==> config.mk <==
export PLATFORM = sky130hd
export DESIGN_NAME = onn_infer_ctrl
export DESIGN_NICKNAME = d
export VERILOG_FILES = /design/src/rtl/onn_infer_ctrl.sv
export SDC_FILE = /design/constraint.sdc
export NUM_CORES = 1
export LEC_CHECK = 0
export ABC_AREA = 1
export CAP_MARGIN = 20
export CORE_MARGIN = 8
export CORE_UTILIZATION = 55
export CTS_CLUSTER_DIAMETER = 30
export DETAILED_ROUTE_END_ITERATION = 10
export DONT_BUFFER_PORTS = 1
export HOLD_SLACK_MARGIN = 0.05
export PLACE_DENSITY = 0.73
export SETUP_SLACK_MARGIN = 0.4
export SLEW_MARGIN = 20
export SYNTH_ARGS = -nofsm -noshare
export SYNTH_HDL_FRONTEND = slang
export SYNTH_SLANG_ARGS = --single-unit
==> constraint.sdc <==
create_clock -name sclk -period 1.4 [get_ports sclk]
set_input_delay 0.28 -clock sclk [delete_from_list [all_inputs] [get_ports sclk]]
set_output_delay 0.28 -clock sclk [all_outputs]
set_load 0.01 [all_outputs]
==> src/rtl/onn_infer_ctrl.sv <==
// Inference sequencer for the 3x5 ONN: selects an image, counts the loader's
// serial bits, runs the oscillator array until it settles and returns the class.
module onn_infer_ctrl #(
    parameter int NBITS      = 60,
    parameter int IMG_W      = 3,
    parameter int RES_W      = 3,
    parameter int LOAD_TO    = 15,
    parameter int SETTLE_MAX = 1023
) (
    input  logic             sclk,
    input  logic             rst_n,
    input  logic             req_valid,
    output logic             req_ready,
    input  logic [IMG_W-1:0] req_img,
    output logic [IMG_W-1:0] img_no,
    output logic             re,
    output logic             start,
    input  logic             load,
    output logic             onn_run,
    input  logic             onn_settled,
    input  logic [RES_W-1:0] onn_result,
    output logic             res_valid,
    input  logic             res_ready,
    output logic [RES_W-1:0] res_class,
    output logic [IMG_W-1:0] res_img,
    output logic             res_timeout,
    output logic             res_err,
    output logic             busy
);

    localparam int BIT_W  = $clog2(NBITS + 1);
    localparam int WAIT_W = $clog2(LOAD_TO + 1);
    localparam int SET_W  = $clog2(SETTLE_MAX + 1);

    localparam logic [BIT_W-1:0]  BIT_FULL  = BIT_W'(NBITS);
    localparam logic [WAIT_W-1:0] WAIT_LAST = WAIT_W'(LOAD_TO - 1);
    localparam logic [SET_W-1:0]  SET_LAST  = SET_W'(SETTLE_MAX - 1);

    typedef enum logic [2:0] {
        S_IDLE,
        S_SEL,
        S_SHIFT,
        S_SETTLE,
        S_RESULT
    } state_t;

    state_t            r_state;
    state_t            w_next;
    logic [BIT_W-1:0]  r_bit_cnt;
    logic [WAIT_W-1:0] r_wait_cnt;
    logic [SET_W-1:0]  r_settle_cnt;
    logic              w_accept;
    logic              w_set_err;
    logic              w_set_to;
    logic              w_capture;

    assign w_accept = (r_state == S_IDLE) && req_valid;

    always_ff @(posedge sclk or negedge rst_n) begin
        if (!rst_n) begin
            r_state <= S_IDLE;
        end else begin
            r_state <= w_next;
        end
    end

    always_comb begin
        w_next    = r_state;
        w_set_err = 1'b0;
        w_set_to  = 1'b0;
        w_capture = 1'b0;
        case (r_state)
            S_IDLE: begin
                if (req_valid) w_next = S_SEL;
            end
            S_SEL: begin
                w_next = S_SHIFT;
            end
            S_SHIFT: begin
                // Every loader protocol violation ends the pass with res_err set.
                if (load) begin
                    if (r_bit_cnt == BIT_FULL) begin
                        w_set_err = 1'b1;
                        w_next    = S_RESULT;
                    end
                end else if (r_bit_cnt == '0) begin
                    if (r_wait_cnt == WAIT_LAST) begin
                        w_set_err = 1'b1;
                        w_next    = S_RESULT;
                    end
                end else if (r_bit_cnt == BIT_FULL) begin
                    w_next = S_SETTLE;
                end else begin
                    w_set_err = 1'b1;
                    w_next    = S_RESULT;
                end
            end
            S_SETTLE: begin
                // Convergence takes priority over a coincident timeout.
                if (onn_settled) begin
                    w_capture = 1'b1;
                    w_next    = S_RESULT;
                end else if (r_settle_cnt == SET_LAST) begin
                    w_capture = 1'b1;
                    w_set_to  = 1'b1;
                    w_next    = S_RESULT;
                end
            end
            S_RESULT: begin
                if (res_ready) w_next = S_IDLE;
            end
            default: begin
                w_next = S_IDLE;
            end
        endcase
    end

    always_ff @(posedge sclk or negedge rst_n) begin
        if (!rst_n) begin
            r_bit_cnt    <= '0;
            r_wait_cnt   <= '0;
            r_settle_cnt <= '0;
        end else if (r_state == S_SEL) begin
            r_bit_cnt    <= '0;
            r_wait_cnt   <= '0;
            r_settle_cnt <= '0;
        end else if (r_state == S_SHIFT) begin
            if (load && (r_bit_cnt != BIT_FULL)) begin
                r_bit_cnt <= r_bit_cnt + 1'b1;
            end
            if (!load && (r_bit_cnt == '0) && (r_wait_cnt != WAIT_LAST)) begin
                r_wait_cnt <= r_wait_cnt + 1'b1;
            end
        end else if (r_state == S_SETTLE) begin
            if (r_settle_cnt != SET_LAST) begin
                r_settle_cnt <= r_settle_cnt + 1'b1;
            end
        end
    end

    always_ff @(posedge sclk or negedge rst_n) begin
        if (!rst_n) begin
            img_no      <= '0;
            res_img     <= '0;
            res_class   <= '0;
            res_timeout <= 1'b0;
            res_err     <= 1'b0;
        end else begin
            if (w_accept) begin
                img_no      <= req_img;
                res_img     <= req_img;
                res_timeout <= 1'b0;
                res_err     <= 1'b0;
            end
            if (w_set_err) res_err <= 1'b1;
            if (w_set_to) res_timeout <= 1'b1;
            if (w_capture) res_class <= onn_result;
        end
    end

    assign req_ready = (r_state == S_IDLE);
    assign busy      = (r_state != S_IDLE);
    assign re        = (r_state == S_SEL);
    assign start     = (r_state == S_SHIFT);
    assign onn_run   = (r_state == S_SETTLE);
    assign res_valid = (r_state == S_RESULT);

endmodule

Word-level counts from Yosys, hierarchy flattened
Cells that the tools add are included.

storage, ports and cells
  bits of input ports = 12
  word-level logic and storage cells = 80
  output and inout port bits = 17
  register bits = 31

cells by class
  eq/ne operators = 16
  $add $sub $neg = 3
  muxes and demuxes = 34
  reductions and logical operators = 19

operators with widths
  kind                                                                    count
  10-bit 2-to-1 mux                                                       4
  3-bit 2-to-1 mux                                                        9
  6-bit 2-to-1 mux                                                        3
  3-bit one-hot mux with 5 select lines                                   1
  1-bit 2-to-1 mux                                                        14
  2-bit nonzero test                                                      7
  4-bit 2-to-1 mux                                                        3
  10-bit by 1-bit adder with 10-bit output (second input constant)        1
  10-bit equality test (second input constant)                            1
  10-bit != test (second input constant)                                  1
  6-bit by 1-bit adder with 6-bit output (second input constant)          1
  3-bit by 2-bit equality test with 1-bit output (second input constant)  2
  6-bit equality test (second input constant)                             1
  6-bit logical NOT                                                       1
  6-bit != test (second input constant)                                   1
  5-bit AND reduction                                                     1
  4-bit by 1-bit adder with 4-bit output (second input constant)          1
  4-bit equality test (second input constant)                             1
  1-bit logical AND                                                       4
  2-bit != test (second input constant)                                   2
  4-bit by 3-bit != test with 1-bit output (second input constant)        1
  4-bit != test (second input constant)                                   1
  2-bit AND reduction                                                     2
  3-bit by 1-bit equality test with 1-bit output (second input constant)  1
  other kinds (8)                                                         8

Longest topological paths before layout
Gate-level depths: netlist of the first run.

  depth after elaboration = 6
  depth in mapped cells = 11
  gate-level depth less buffers = 10

Least setup slack after synthesis of the first run
OpenSTA, ideal clock, no wires.

  kind = reg2reg
  from = register r_settle_cnt[0]
  to = register r_settle_cnt[4]
  buffers on the path = 1
  arrival time = 1.235 ns
  library setup time = 0.126 ns
  clock period less this slack = 1.361 ns
  stages on the path, launching flop included = 11
  data required time = 1.274 ns
  setup slack = 0.039 ns
  path through = dfrtp_1 > inv_1 > ha_1 > nand3_1 > nor2_1 > nand2_2 > nand2_2 > nand2_4 > inv_2 > buf_6 > o21ai_0

on the way
  longest elaborated chain between the ends = 5
  elaborated cells between the ends (all ways) = 8
  classes of those cells = add/sub (1); eq/ne (1); mux (4); reduce/logical (2)

ends and longest elaborated chain
  item                                      RTL line  RTL
  start: declaration                        51        logic [SET_W-1:0] r_settle_cnt;
  start signal: assignment                  136       r_settle_cnt <= r_settle_cnt + 1'b1;
  10-bit by 1-bit adder with 10-bit output  136
  10-bit 2-to-1 mux                         135       if (r_settle_cnt != SET_LAST) begin
  10-bit 2-to-1 mux                         134       end else if (r_state == S_SETTLE) begin
  10-bit 2-to-1 mux                         127       end else if (r_state == S_SHIFT) begin
  10-bit 2-to-1 mux                         123       end else if (r_state == S_SEL) begin

Parallel ways exist; a longest one is shown, timed or not. The select of a mux whose other input is x is not followed.
A chain may end at the register's enable or synchronous reset.

Final worst setup path of the first run
  from = register r_state[0]
  to = output port req_ready

on the way
  longest elaborated chain between the ends = 1

ends and longest elaborated chain
  item                      RTL line  RTL
  start: declaration        47        state_t r_state;
  start signal: assignment  63        r_state <= w_next;
  3-bit logical NOT         161       assign req_ready = (r_state == S_IDLE);
  end: declaration          13        output logic req_ready,

No other way between the ends.

==> results_dict.tcl, run 1 <==
set metrics [dict create \
    area_delta_synth_final_pct 47.3 \
    fin_ws_ps -193 \
    required_ps 1120 \
    slew_violations 0 \
    holdCritPathClass "primary input to register" \
    crit_fanout 4 \
    grt_pass1_vias 1869 \
    reg2regPathDepth 7 \
    vias 1993 \
    clkTransAtPathRegs_ps 110 \
    worst_hold_slack_ps 65.2 \
    syn_inst 255 \
    floorplan.initialDensity 0.566 \
    cp_top_family "flip-flops" \
    num_rows 21 \
    final_antenna_net_count 0 \
    final_cell_mix "nand2_1 (56), buf_4 (25), dfrtp_1 (25)" \
    power.share.sequential 0.287 \
    drt_wl_total_um 6660 \
    synth_fp_nets 273 \
    critPathArrivalTime_ps 1310 \
    htreeDepth 2 \
    hpwl_um 2840 \
    fp.dieW_um 74.2 \
    critPathBufInv 2 \
    slowest_stage "dfrtp_2" \
    setup_tns_ps -2130 \
    critPathMaxStageDelay_ps 460 \
    synth_area_leaders "dfrtp_1 (42%), nand2_1 (16%), nand3_1 (7.8%), inv_1 (7.1%), o21ai_0 (4.8%)" \
    hp-start "onn_result[1]" \
    drive_gt1_frac 0.437 \
    power.combinational.fraction 0.561 \
    yosys.area.top_type "dfrtp_1" \
    power_density_nw_per_um2 1880 \
    worst_slew_pin_slew_ps 289 \
    p_clk_frac 0.151 \
    hold_viol 0 \
    endpoint_kind "primary output" \
    grt_max_degree 32 \
    power.share.switching 0.472 \
    synth-seq-cells 31 \
    cp-endpoint "req_ready" \
    cts_buffer_depth 2 \
    power.leakage_nw 1.35 \
    fill_cells 155 \
    netlist_area_um2 1860 \
    first_pass_iters 5 \
    slew_headroom 0.807 \
    setup_viol 26 \
    drc 0 \
    fmax_mhz 628 \
    reg2reg_to "r_settle_cnt[4]" \
    p_int_w 0.00272 \
    p_sw_w 0.00243 \
    startpoint "r_state[0]" \
    gp_congestion 0.815 \
    path_cells "buf_6, nor2_4, nand2_8, inv_4" \
    ir_drop_mv 0.995 \
    ys_warn_count 0 \
    die_y_um 74.2 \
    cts.sinks 31 \
    portBuffers 0 \
    drv_cap 0 \
    r2r-start "r_state[0]" \
    cts_tree "yes" \
    fin_nets 317 \
    fp.coreArea_um2 3280 \
    grt_usage 0.208 \
    synth_top_area_frac 0.417 \
    fin_crit_ps 1590 \
    path_depth 4 \
    preCtsSetupSlack_ps -46.8 \
    synthDistinctLibCells 28 \
    antennaDiodeCount 0 \
    clock_latency_ps 370 \
    clockRootBuffer "clkbuf_4" \
    syn_area_per_cell_um2 7.30 \
    min_period_over_period 1.14 \
    crit_type "register to primary output" \
    post_drt_wl_per_cell_um 19.2 \
    gr-total-overflow 0 \
    dieArea_um2 5500 \
    antenna_found_initial 0 \
    rsz0062_at_grt "true" \
    grt_pass1_wl_um 8650 \
    final_common_cell "nand2_1" \
    drtIter0Drc 169 \
    pin_count 29 \
    status "finished with violations" \
    r2r_slack_ps -170 \
    violations "setup timing" \
    skew_ps 31.1 \
    via_per_inst 5.76 \
    synth-seq-area-share 0.417 \
    critPathLaunchType "register" \
    cts_buffers 5 \
]
## repair_timing
| item | CTS | global route |
|---|---|---|
| hold endpoints to repair | 34 | 0 |
| setup buffers | 13 | 6 |
| hold buffers | 5 | 0 |
| setup endpoints to repair | 48 | 48 |
| pin swaps | 22 | 17 |
| resized for setup | 74 | 31 |
| gates cloned | 2 | 0 |
## layer usage
| layer | track usage | wire length [µm] |
|---|---|---|
| met1 | 0.238 | 2520 |
| met2 | 0.347 | 3250 |
| met3 | 0.0472 | 613 |
| met4 | 0.122 | 274 |
| met5 | 0 | 0 |
## cell families (layout without fill, tap and decap cells)
group | after synthesis | after routing | synth area share
compound gates | 25 | 25 | 0.0773
xor+xnor | 5 | 5 | 0.0235
fa+ha+maj | 6 | 6 | 0.0403
buf+inv | 44 | 88 | 0.0995
flops | 31 | 31 | 0.417
simple gates | 144 | 145 | 0.342
## worst min-delay path by stage
stage | end | slack (ps) | depth (start not counted)
after floorplan | r_bit_cnt[0] | -20 | 0
after global placement | r_bit_cnt[0] | -10 | 0
after detailed placement | r_bit_cnt[0] | -10 | 0
after CTS | res_img[0] | 50 | 2
after global routing | res_class[1] | 70 | 2
final | res_class[1] | 70 | 2
## through the flow
| stage | util | cells | power (W) | cell area, µm² |
|---|---|---|---|---|
| 2_1_floorplan | - | 255 | 0.00262 | 1960 |
| 3_3_place_gp | 0.638 | 312 | 0.00296 | 2100 |
| 3_5_place_dp | 0.638 | 312 | 0.00298 | 2100 |
| 4_1_cts | 0.781 | 340 | 0.00448 | 2570 |
| 5_1_grt | 0.835 | 346 | 0.00541 | 2740 |
| 6_report | 0.835 | 346 | 0.00515 | 2740 |
## sequential cells by signal (all words and copies together) (netlist names)
register,count
r_bit_cnt,6
r_settle_cnt,10
r_state,3
res_timeout,1
res_img,3
r_wait_cnt,4
res_class,3
res_err,1
## final cells by class
class                      count  area (µm²)  area share
timing repair buffer          41         372       0.136
multi-input combinational    181        1270       0.462
clock inverter                 2        35.0      0.0128
tap                           46        57.6      0.0210
clock buffer                   6        51.3      0.0187
sequential                    31         783       0.286
timing repair inverter         1        11.3     0.00411
inverter                      38         165      0.0602
## synth_stat cells
master,count
nand2_1,78
inv_1,35
dfrtp_1,31
nand3_1,29
nor2_1,19
o21ai_0,18
ha_1,6
nand4_1,5
xor2_1,4
buf_4,3
inv_2,3
nand2_2,3
nor3_1,3
nand3_2,2
nor2_2,2
o21ai_2,2
a21o_1,1
a21o_2,1
a21oi_1,1
buf_2,1
buf_6,1
clkbuf_1,1
nand2_4,1
nand3b_1,1
nor2_4,1
o21bai_1,1
o31ai_1,1
xnor2_1,1
## power groups by stage
stage / clock network (W) / logic, W / registers [W]
2_1_floorplan: 0 / 0.00122 / 0.00140
3_3_place_gp: 0 / 0.00153 / 0.00143
3_5_place_dp: 0 / 0.00156 / 0.00143
4_1_cts: 0.000775 / 0.00228 / 0.00143
5_1_grt: 0.000831 / 0.00308 / 0.00150
6_report: 0.000780 / 0.00289 / 0.00148
Power figures use the tool's default switching activity.
==> inputs of run 2 (changes only) <==
--- a/config.mk
+++ b/config.mk
@@ -14,7 +14,7 @@
 export DONT_BUFFER_PORTS = 1
 export HOLD_SLACK_MARGIN = 0.05
 export PLACE_DENSITY = 0.73
-export SETUP_SLACK_MARGIN = 0.4
+export REMOVE_ABC_BUFFERS = 1
 export SLEW_MARGIN = 20
 export SYNTH_ARGS = -nofsm -noshare
 export SYNTH_HDL_FRONTEND = slang
==> results_dict.tcl, run 2 (synthesized netlist as in run 1, its figures left out) <==
set metrics [dict create \
    antennaDiodeCount 0 \
    slew_violations 0 \
    gr-total-overflow 0 \
    htreeDepth 2 \
    post_drt_wl_per_cell_um 15.1 \
    setup_viol 20 \
    regMostFlops "r_settle_cnt" \
    p_int_w 0.00250 \
    crit_fanout 6 \
    ir_drop_mv 0.821 \
    fin_crit_ps 1530 \
    cp_top_family "flip-flops" \
    grt_pass1_wl_um 7620 \
    fp.coreArea_um2 3280 \
    worst_hold_slack_ps 65.8 \
    cts_buffer_depth 2 \
    floorplan.initialDensity 0.566 \
    slew_headroom 0.775 \
    p_clk_frac 0.168 \
    setup_tns_ps -927 \
    final_common_cell "nand2_1" \
    grt_usage 0.176 \
    clockRootBuffer "clkbuf_4" \
    power.leakage_nw 1.30 \
    clkTransAtPathRegs_ps 100 \
    endpoint_kind "primary output" \
    p_sw_w 0.00190 \
    power.share.switching 0.431 \
    hold_viol 0 \
    first_pass_iters 4 \
    drv_cap 0 \
    portBuffers 0 \
    min_period_over_period 1.10 \
    drc 0 \
    crit_type "register to primary output" \
    hpwl_um 3080 \
    antenna_found_initial 0 \
    stdcell_count 345 \
    num_rows 21 \
    rsz0062_at_grt "true" \
    fin_ws_ps -133 \
    dpl.cell_count 317 \
    clock_latency_ps 330 \
    cts_tree "yes" \
    path_cells "inv_2, nand3_2, inv_4" \
    fmax_mhz 652 \
    skew_ps 11.3 \
    fin_util 0.768 \
    fp.dieW_um 74.2 \
    violations "setup timing" \
    vias 1822 \
    holdCritPathClass "primary input to register" \
    slowest_stage "dfrtp_1" \
    preCtsSetupSlack_ps -83.1 \
    required_ps 1120 \
    final_cell_mix "nand2_1 (66), dfrtp_1 (29), buf_4 (28)" \
    largest_reg_flops 10 \
    area_delta_synth_final_pct 35.5 \
    final_antenna_net_count 0 \
    cts.sinks 31 \
    die_y_um 74.2 \
    fin_nets 316 \
    power.combinational.fraction 0.505 \
    reg_top3 "r_settle_cnt: 10 flops, r_bit_cnt: 6 flops, r_wait_cnt: 4 flops" \
    status "finished with violations" \
    power.share.sequential 0.327 \
    pin_count 29 \
    worst_slew_pin_slew_ps 337 \
    drtIter0Drc 172 \
    drive_gt1_frac 0.348 \
    critPathBufInv 2 \
    via_per_inst 5.28 \
    grt_pass1_vias 1752 \
    critPathMaxStageDelay_ps 410 \
    critPathLaunchType "register" \
    power_density_nw_per_um2 1740 \
    gp_congestion 0.821 \
    dieArea_um2 5500 \
    grt_max_degree 32 \
    cts_buffers 5 \
    drt_wl_total_um 5190 \
    critPathArrivalTime_ps 1250 \
]
[run 2: metrics by stage]
stage | instance area [µm²] | total power (W)
after global routing | 2520 | 0.00472
after CTS | 2350 | 0.00409
after floorplan | 1820 | 0.00232
after detailed placement | 2040 | 0.00293
final | 2520 | 0.00440
after global placement | 2040 | 0.00288
[run 2: timing repair]
item | in CTS | in global routing
hold buffers | 3 | 0
setup buffers | 10 | 6
pin swaps | 12 | 16
cloned | 2 | 0
hold endpoints to repair | 32 | 0
setup endpoints to repair | 25 | 36
resized for setup | 33 | 41
[run 2: power by group through the flow]
stage          sequential, W  clock [W]  combinational [W]
2_1_floorplan        0.00139          0           0.000933
3_3_place_gp         0.00139          0            0.00148
3_5_place_dp         0.00140          0            0.00153
4_1_cts              0.00141   0.000739            0.00194
5_1_grt              0.00147   0.000783            0.00246
6_report             0.00144   0.000737            0.00222
[run 2: path summary, 6_finish.rpt]
kind	start	to	slack [ps]	depth (start not counted)
worst max-delay path	r_state[2]	onn_run	-130	3
worst min-delay path	req_img[2]	res_img[2]	70	2
worst max register to register	r_state[0]	r_bit_cnt[3]	-50	8
worst min register to register	res_class[0]	res_class[0]	560	2
max in group asynchronous	rst_n	r_state[1]	850	2
min in group asynchronous	rst_n	r_settle_cnt[2]	370	2
[run 2: routing by layer]
metal,routed length [µm],track usage,vias up
li1,-,-,892
met5,0,0,-
met3,373,0.0404,15
met4,109,0.0754,0
met1,2190,0.207,854
met2,2520,0.298,61
[run 2: final cells by class]
cell class                      instances  area [µm²]
Clock buffer                            6        51.3
Clock inverter                          2        35.0
Fill cell                             217         763
Inverter                               38         150
Multi-Input combinational cell        181        1090
Sequential cell                        31         778
Tap cell                               46        57.6
Timing Repair Buffer                   40         352
Timing Repair inverter                  1        6.26
[run 2: worst reg2reg max path: stages (launching register included)]
cell	delay, ps
dfrtp_2	480
inv_2	80
nand3_2	110
buf_6	150
nor2_4	130
nand2_4	100
o21ai_2	140
nand2_1	70
nor2_1	120
